File: src/rtl/sprite_palette_engine.sv
// Multi-bank runtime-writable sprite palette with a two-stage lookup pipeline,
// a transparency-key flag and a frame-counted white hit-flash overlay.
module sprite_palette_engine #(
  parameter int NUM_BANKS    = 4,
  parameter int INDEX_W      = 4,
  parameter int COLOR_W      = 4,
  parameter int KEY_INDEX    = 0,
  parameter int FLASH_FRAMES = 8
) (
  input  logic                         Clk,
  input  logic                         Reset_n,
  input  logic                         pix_valid,
  input  logic [$clog2(NUM_BANKS)-1:0] pix_bank,
  input  logic [INDEX_W-1:0]           pix_index,
  input  logic                         wr_en,
  input  logic [$clog2(NUM_BANKS)-1:0] wr_bank,
  input  logic [INDEX_W-1:0]           wr_index,
  input  logic [3*COLOR_W-1:0]         wr_rgb,
  input  logic                         frame_start,
  input  logic                         flash_trig,
  output logic                         out_valid,
  output logic [COLOR_W-1:0]           out_red,
  output logic [COLOR_W-1:0]           out_green,
  output logic [COLOR_W-1:0]           out_blue,
  output logic                         out_transparent,
  output logic                         flash_active
);

  localparam int BANK_W  = $clog2(NUM_BANKS);
  localparam int ENTRIES = 2**INDEX_W;
  localparam int RGB_W   = 3*COLOR_W;
  localparam logic [INDEX_W-1:0] KEY        = INDEX_W'(KEY_INDEX);
  localparam logic [7:0]         FLASH_LOAD = 8'(FLASH_FRAMES);

  typedef enum logic {IDLE, FLASHING} state_t;

  // Flash overlay forces every channel to full scale.
  function automatic logic [RGB_W-1:0] apply_flash(input logic [RGB_W-1:0] rgb,
                                                   input logic             flash);
    return flash ? {RGB_W{1'b1}} : rgb;
  endfunction

  logic [RGB_W-1:0]   pal [NUM_BANKS][ENTRIES];
  logic [RGB_W-1:0]   rd_rgb;
  logic               key_hit;

  logic               vld_p1;
  logic [BANK_W-1:0]  bank_p1;
  logic [INDEX_W-1:0] index_p1;

  logic               vld_p2;
  logic [RGB_W-1:0]   rgb_p2;
  logic               key_p2;

  state_t             state, state_nxt;
  logic [7:0]         cnt, cnt_nxt;
  logic               phase, phase_nxt;

  // Palette storage; writes to a bank with no matching slot fall through untouched.
  always_ff @(posedge Clk or negedge Reset_n) begin
    if (!Reset_n) begin
      for (int b = 0; b < NUM_BANKS; b++)
        for (int i = 0; i < ENTRIES; i++)
          pal[b][i] <= '0;
    end else if (wr_en) begin
      for (int b = 0; b < NUM_BANKS; b++)
        if (wr_bank == BANK_W'(b)) pal[b][wr_index] <= wr_rgb;
    end
  end

  // ---- stage 1: capture request ----
  // Register the lookup request.
  always_ff @(posedge Clk or negedge Reset_n) begin
    if (!Reset_n) begin
      vld_p1   <= 1'b0;
      bank_p1  <= '0;
      index_p1 <= '0;
    end else begin
      vld_p1   <= pix_valid;
      bank_p1  <= pix_bank;
      index_p1 <= pix_index;
    end
  end

  // ---- stage 2: array read, key compare, flash overlay ----
  // Combinational read; an unmatched (out-of-range) bank reads as black.
  always_comb begin
    rd_rgb = '0;
    for (int b = 0; b < NUM_BANKS; b++)
      if (bank_p1 == BANK_W'(b)) rd_rgb = pal[b][index_p1];
    key_hit = (index_p1 == KEY);
  end

  // Register the pixel; colour holds across idle cycles, key flag does not.
  always_ff @(posedge Clk or negedge Reset_n) begin
    if (!Reset_n) begin
      vld_p2 <= 1'b0;
      rgb_p2 <= '0;
      key_p2 <= 1'b0;
    end else begin
      vld_p2 <= vld_p1;
      key_p2 <= vld_p1 & key_hit;
      if (vld_p1) rgb_p2 <= apply_flash(rd_rgb, phase & ~key_hit);
    end
  end

  assign out_valid       = vld_p2;
  assign out_red         = rgb_p2[RGB_W-1 -: COLOR_W];
  assign out_green       = rgb_p2[2*COLOR_W-1 -: COLOR_W];
  assign out_blue        = rgb_p2[COLOR_W-1:0];
  assign out_transparent = key_p2;
  assign flash_active    = (state == FLASHING);

  // Flash state, frame counter and blink phase registers.
  always_ff @(posedge Clk or negedge Reset_n) begin
    if (!Reset_n) begin
      state <= IDLE;
      cnt   <= '0;
      phase <= 1'b0;
    end else begin
      state <= state_nxt;
      cnt   <= cnt_nxt;
      phase <= phase_nxt;
    end
  end

  // Flash next-state: a trigger always (re)loads and beats a same-cycle frame tick.
  always_comb begin
    state_nxt = state;
    cnt_nxt   = cnt;
    phase_nxt = phase;
    case (state)
      IDLE: begin
        if (flash_trig) begin
          state_nxt = FLASHING;
          cnt_nxt   = FLASH_LOAD;
          phase_nxt = 1'b1;
        end
      end
      FLASHING: begin
        if (flash_trig) begin
          cnt_nxt   = FLASH_LOAD;
          phase_nxt = 1'b1;
        end else if (frame_start) begin
          cnt_nxt   = cnt - 8'd1;
          phase_nxt = ~phase;
          if (cnt == 8'd1) begin
            state_nxt = IDLE;
            phase_nxt = 1'b0;
          end
        end
      end
      default: begin
        state_nxt = IDLE;
        cnt_nxt   = '0;
        phase_nxt = 1'b0;
      end
    endcase
  end

endmodule

File: config.mk
export PLATFORM = sky130hd
export DESIGN_NAME = sprite_palette_engine
export DESIGN_NICKNAME = d
export VERILOG_FILES = /design/src/rtl/sprite_palette_engine.sv
export SDC_FILE = /design/constraint.sdc
export NUM_CORES = 1
export LEC_CHECK = 0
export BUFFER_PORTS_ARGS = -buffer_cell sky130_fd_sc_hd__buf_2
export CORE_MARGIN = 8
export CORE_UTILIZATION = 25
export CTS_CLUSTER_SIZE = 14
export DETAILED_ROUTE_END_ITERATION = 6
export PLACE_DENSITY = 0.43
export SLEW_MARGIN = 30
export SYNTH_ARGS = -nofsm -noshare
export SYNTH_HDL_FRONTEND = slang
export SYNTH_SLANG_ARGS = --single-unit
File: constraint.sdc
create_clock -name Clk -period 2.8 [get_ports Clk]
set_clock_uncertainty 0.05 [all_clocks]
set_input_delay 0.42 -clock Clk [delete_from_list [all_inputs] [get_ports Clk]]
set_output_delay 0.42 -clock Clk [all_outputs]
set_load 0.02 [all_outputs]
==> results.tsv, run 1 <==
stage	metric	value	unit
final_layout	fin_nets	2583	
drt	viasPerCell	4.82	
worst_setup_path	required	3.32	ns
cts	tritoncts	done	
drt	wl_per_cell	26.0	um
pwr	switchingPower	7.68	mW
yosys	synth_edf_count	0	
final_layout	area_growth	20.2	%
pwr	p_leak	20.0	nW
cts	clkTransAtPathRegs	0.06	ns
global_routing	antenna_found_initial	15	
pwr	peakVddDrop	474	uV
hold_path	hp-class	in2reg	
cts	cts.path.max_buffers	3	
floorplan	fp.coreArea	0.145	mm2
place	place.gp.congestion	0.841	
timing	drv_slew	0	
worst_setup_path	cp.arrival	3.23	ns
pwr	seqPwrFrac	0.444	
yosys	synth_cells	2394	
cts	root_buffer	clkbuf_16	
yosys	ys_types	62	
cts	clock_latency	0.69	ns
drt	drt-total-wl	118000	um
status	outcome	completed	
timing	period_minus_slack	2.71	ns
place	dpl.cell_count	4359	
worst_setup_path	crit_family	multiplexers	
cts	cts_inserted_buffers	95	
floorplan	rows	140	
yosys	synth-seq-cells	799	
pwr	p_comb_frac	0.132	
yosys	synth.net_count	2426	
drt	dr.pass1.iters	5	
floorplan	dieArea	0.158	mm2
worst_setup_path	cp_num_buf_inv	3	
worst_setup_path	end_kind	flip-flop	
timing	whs	0.161	ns
yosys	seq_area_frac_synth	0.548	
run	maxCapViolations	0	
final_layout	final_cell_mix	dfrtp_1, mux2_2, buf_4, mux4_2, clkbuf_16	
drt	num_vias	21934	
yosys	syn_area	0.0365	mm2
timing	fin_tns_setup	0	ns
drt	first_iter_violations	1151	
global_routing	grt_pass1_wl	173000	um
floorplan	io_pins	45	
timing	hold_viol_final	0	
yosys	post_synth.cell_area_avg	15.2	um2
worst_setup_path	worstPathCellList	buf_12 > buf_12 > buf_4 > mux4_2 > mux2i_1 > o221ai_1 > o32a_1	
timing	fmax	0.369	GHz
worst_setup_path	path_class	reg2reg	
final_layout	final_common_cell	dfrtp_1	
worst_setup_path	slowest_stage	mux4_2	
place	io_buffers	44	
global_routing	grt_use_total	0.148	
yosys	ys_async_sr_fraction	1.00	
worst_setup_path	crit_path_frequent_cell	buf_12	
final_layout	drive_gt1_frac	0.527	
floorplan	die_x	398	um
global_routing	grt_max_degree	100	
final_layout	final_cells	4553	
worst_setup_path	max_stage_delay	0.53	ns
cts	clock_sinks	799	
floorplan	die_h	398	um
drt	drcViolationCount	0	
cts	cts.htree.levels	3	
global_routing	grt_pass1_vias	23960	
timing	grt_setup_unrepaired	false	
pwr	p_sw_frac	0.245	
timing	finalSetupViolCount	0	
timing	fin_crit_sh	0.969	
pwr	intPower	23.6	mW
yosys	synth_flop_cell	dfrtp_1	
timing	worstMarginPinSlew	0.883	ns
global_routing	overflow	0	
drt	antenna_left	0	
pwr	pwr-share-clk	0.425	
worst_setup_path	cp_max_fo	16	
place	dpl.hpwl	79200	um
yosys	yosysWarnings	0	
floorplan	start_util	0.251	
pwr	power_density	714	mW/mm2
worst_setup_path	start_kind	flip-flop	
timing	relSlewSlack	0.410	
[final cells by class]
cell class	instances	area (um2)
Tap cell	1917	2400
Sequential cell	799	20000
Antenna cell	6	15.0
Clock buffer	147	2950
Clock inverter	29	474
Inverter	3	11.3
Multi-Input combinational cell	1367	15400
Timing Repair Buffer	285	2600
Fill cell	14208	101000
[power groups by stage]
stage | clock [mW] | sequential, mW | combinational, mW
after global routing | 14.2 | 14.1 | 4.43
after global placement | 0 | 14.0 | 4.03
after CTS | 13.7 | 13.9 | 4.19
final | 13.3 | 13.9 | 4.12
after detailed placement | 0 | 14.1 | 4.17
after floorplan | 0 | 13.8 | 2.69
[routing by layer]
metal	global-route usage	share of wire	wire length [um]
met1	0.199	0.45	53200
met2	0.242	0.48	56500
met3	0.0253	0.040	4730
met4	0.0481	0.031	3700
met5	0	0	0
[worst paths after layout]
kind,from,endpoint,slack [ns],cells past startpoint
setup reg to reg,index_p1[0],rgb_p2[11],0.09,7
setup / recovery,index_p1[0],rgb_p2[11],0.09,7
max in group asynchronous,Reset_n,pal[639],1.33,3
hold / removal,wr_rgb[0],pal[276],0.16,2
hold reg to reg,pal[699],pal[699],0.45,1
min in group asynchronous,Reset_n,pal[401],0.25,2
[synth_stat cells, types with 3 or more instances]
cell type,instances,share of area
a2111oi_0,5,0.0012
a211oi_1,4,0.00082
a21boi_0,3,0.00062
a21oi_1,21,0.0029
a221oi_1,5,0.0012
a221oi_2,3,0.0012
a22o_1,5,0.0012
a22oi_1,24,0.0049
a31oi_1,9,0.0015
and2_1,3,0.00051
and3_1,3,0.00051
buf_1,15,0.0015
buf_12,3,0.0016
buf_2,24,0.0033
buf_4,9,0.0019
buf_6,13,0.0040
buf_8,3,0.0012
clkbuf_1,157,0.016
dfrtp_1,799,0.55
inv_1,3,0.00031
mux2_2,770,0.24
mux2i_1,80,0.022
mux4_1,9,0.0065
mux4_2,161,0.099
mux4_4,3,0.0021
nand2_1,73,0.0075
nand2b_1,11,0.0019
nand3_1,15,0.0021
nand3b_1,5,0.0010
nand4_1,5,0.00086
nor2_1,52,0.0053
nor2b_1,14,0.0024
nor3_1,14,0.0019
nor4_1,6,0.0010
o211ai_1,3,0.00062
o21ai_0,9,0.0012
o22ai_1,8,0.0014
o32a_1,6,0.0016
or2_2,6,0.0010
xnor2_1,4,0.00096
xor2_1,3,0.00072
[registers in the layout, summed over array words and instances (netlist names)]
register and cells:
flash_active 1, rgb_p2 12, out_transparent 1, phase 1
out_valid 1, pal 768, vld_p1 1, bank_p1 2
index_p1 4, cnt 8
[worst reg2reg max path, delay by kind of cell, from the launching register on]
family / cells / cell delay (ns)
buffers and inverters: 3 / 0.60
flip-flops: 1 / 0.50
AO/OA/AOI/OAI: 2 / 0.70
multiplexers: 2 / 0.73
[kinds of logic (layout without fill, tap and decap cells)]
family          count (synthesis)  count (layout)  synth area share
buf+inv                       228             464            0.0303
xor+xnor                        7               7           0.00168
simple gates                  215             215            0.0278
flops                         799             799             0.548
fa+ha+maj                       2               2          0.000686
mux                          1024            1024             0.368
compound gates                119             119            0.0237
other cells                     0               6                 0
[metrics by stage]
step                      instance area [um2]  power [mW]   util  setup WS [ns]
after global routing                    43900        32.7  0.302         0.0107
after global placement                  40300        18.0  0.277         -0.250
after floorplan                         36500        16.4      -          0.453
final                                   43900        31.3  0.302         0.0879
after CTS                               43800        31.8  0.302        -0.0141
after detailed placement                40300        18.3  0.277         -0.102
[what timing repair did]
action	in CTS	in global routing
endpoints found under the hold margin	43	0
pin swaps	0	0
hold buffers	10	0
setup endpoints to repair	3	3
buffers inserted	0	1
resized for setup	3	6
gates cloned	0	1
Power figures use the tool's default switching activity.
==> run 2: changes to the inputs <==
- PLACE_DENSITY: 0.43 -> 0.42
==> run 2 against run 1 <==
Against the previous run: non-clock buffer count shrank 3; via count shrank 0.67%; clock power about the same; clock-buffer cell count is 12 lower; critical path depth unchanged; global-route usage is essentially flat; wire length decreased by 0.20%; combinational power about the same; critical endpoint is now rgb_p2[10]; largest cell class unchanged.
==> results.tsv, run 2 (synthesis gave the netlist of run 1 again) <==
stage	metric	value	unit	change
final_layout	regMostFlops	pal		
final_layout	final-seq-area	0.0200	mm2	unchanged
floorplan	start_util	0.251		unchanged
run	maxCapViolations	0		unchanged
pwr	finalPower	31.3	mW	about the same
drt	antenna_left	0		unchanged
worst_setup_path	slowest_stage	dfrtp_4		
worst_setup_path	cp_num_buf_inv	1		-2
place	dpl.hpwl	78700	um	-0.55%
cts	cts.path.max_buffers	3		unchanged
timing	fin_crit_sh	0.978		+0.00965
drt	drcViolationCount	0		unchanged
final_layout	largest_reg_flops	768		unchanged
timing	drv_slew	0		unchanged
final_layout	area_growth	20.1	%	
cts	clock_latency	0.70	ns	about the same
floorplan	die_h	398	um	unchanged
final_layout	fillers	14321		+0.80%
timing	worstMarginPinSlew	0.920	ns	+0.0367 ns
drt	dr.pass1.iters	5		unchanged
final_layout	final_cell_mix	dfrtp_1, mux2_2, buf_4, mux4_2, clkbuf_16		
timing	fmax	0.365	GHz	-0.99%
cts	cts_inserted_buffers	96		+1.1%
floorplan	io_pins	45		unchanged
worst_setup_path	required	3.38	ns	+0.06 ns
worst_setup_path	max_stage_delay	0.57	ns	+0.04 ns
worst_setup_path	path_class	reg2reg		
worst_setup_path	worstPathCellList	buf_12 > mux4_2 > mux2i_1 > mux2_2 > a32o_1 > a31oi_1 > o22a_1		
cts	tritoncts	done		
place	io_buffers	44		unchanged
pwr	p_leak	20.0	nW	-0.13%
global_routing	overflow	0		unchanged
pwr	power_density	715	mW/mm2	+0.12%
floorplan	die_x	398	um	unchanged
status	outcome	completed		
drt	viasPerCell	4.79		-0.60%
timing	hold_viol_final	0		unchanged
drt	num_vias	21787		-0.67%
place	place.gp.congestion	0.850		+1.1%
timing	relSlewSlack	0.381		-0.0287
hold_path	hp-class	in2async		
global_routing	grt_pass1_wl	173000	um	+0.14%
floorplan	dieArea	0.158	mm2	unchanged
pwr	peakVddDrop	423	uV	-11%
cts	cts.htree.levels	3		unchanged
final_layout	final_common_cell	dfrtp_1		
final_layout	final_util	0.302		-0.000353
drt	first_iter_violations	1492		+30%
final_layout	drive_gt1_frac	0.528		+0.000782
global_routing	antenna_found_initial	14		-1
drt	drt-total-wl	118000	um	-0.20%
timing	whs	0.297	ns	+0.136 ns
cts	clock_sinks	799		unchanged
timing	finalSetupViolCount	0		unchanged
cts	root_buffer	clkbuf_16		
worst_setup_path	cp.arrival	3.32	ns	+0.09 ns
worst_setup_path	end_kind	flip-flop		
timing	grt_setup_unrepaired	true		
worst_setup_path	crit_family	compound AO/OA/AOI/OAI gates		
floorplan	rows	140		unchanged
worst_setup_path	cp_max_fo	21		+5
final_layout	fin_nets	2581		-0.077%
global_routing	grt_use_total	0.148		+0.000455
timing	fin_tns_setup	0	ns	unchanged
timing	period_minus_slack	2.74	ns	+0.0270 ns
final_layout	multi_input_area	0.0154	mm2	about the same
drt	wl_per_cell	25.9	um	-0.14%
cts	clkTransAtPathRegs	0.06	ns	about the same
final_layout	reg.largest.list	pal: 768 flops, rgb_p2: 12 flops, cnt: 8 flops		
global_routing	grt_pass1_vias	23657		-1.3%
global_routing	grt_max_degree	73		-27%
floorplan	fp.coreArea	0.145	mm2	unchanged
worst_setup_path	start_kind	flip-flop		
run 2: changes by cell type in the layout (fill, tap and decap cells not counted), moves of 3 or more:
cell | before | now
buf_4 | 191 | 187
clkbuf_8 | 29 | 21
clkinv_2 | 13 | 21
inv_6 | 0 | 3
nor3_1 | 11 | 14
nor3_2 | 3 | 0
run 2: worst paths after layout:
path | from | end | slack, ns | cells past startpoint
min | Reset_n | pal[443] | 0.30 | 2
max | index_p1[0] | rgb_p2[10] | 0.06 | 7
max in group asynchronous | Reset_n | pal[69] | 1.35 | 3
min in group Clk | wr_rgb[7] | pal[139] | 0.30 | 3
min reg2reg | pal[613] | pal[613] | 0.45 | 1
max reg2reg | index_p1[0] | rgb_p2[10] | 0.06 | 7
run 2: repair_timing:
action / 4_1_cts / 5_1_grt
pin swaps: 0 / 2
buffers inserted: 0 / 0
gates resized for setup: 7 / 6
hold buffers: 11 / 0
gates cloned: 1 / 1
hold endpoints to repair: 64 / 0
setup endpoints to repair: 7 / 4
run 2: metal layers:
metal | global-route usage | up-vias | wire (um)
met5 | 0 | - | 0
met4 | 0.0417 | 0 | 3440
met3 | 0.0236 | 194 | 4820
met2 | 0.241 | 443 | 55900
met1 | 0.205 | 11946 | 53800
li1 | - | 9204 | -
run 2: power by group:
part	switching (mW)	leakage, nW	internal (mW)
Combinational	1.87	7.73	2.25
Clock	5.12	1.68	8.21
Sequential	0.812	10.6	13.1
run 2: metrics by stage:
stage          worst slack, ns  cell area, um2  instances
6_report                0.0609           43800       4550
5_1_grt                -0.0146           43800       4545
4_1_cts               0.000105           43800       4544
3_5_place_dp            -0.115           40200       4355
3_3_place_gp            -0.113           40200       4355
2_1_floorplan            0.453           36500       2394
run 2: cell type report:
cell class	instances	area share
clock inverters	42	0.0140
well taps	1917	0.0547
multi-input cells	1367	0.352
inverters	3	0.000257
flip-flops and latches	799	0.457
clock buffers	135	0.0634
repair buffers	282	0.0587
diodes	5	0.000286
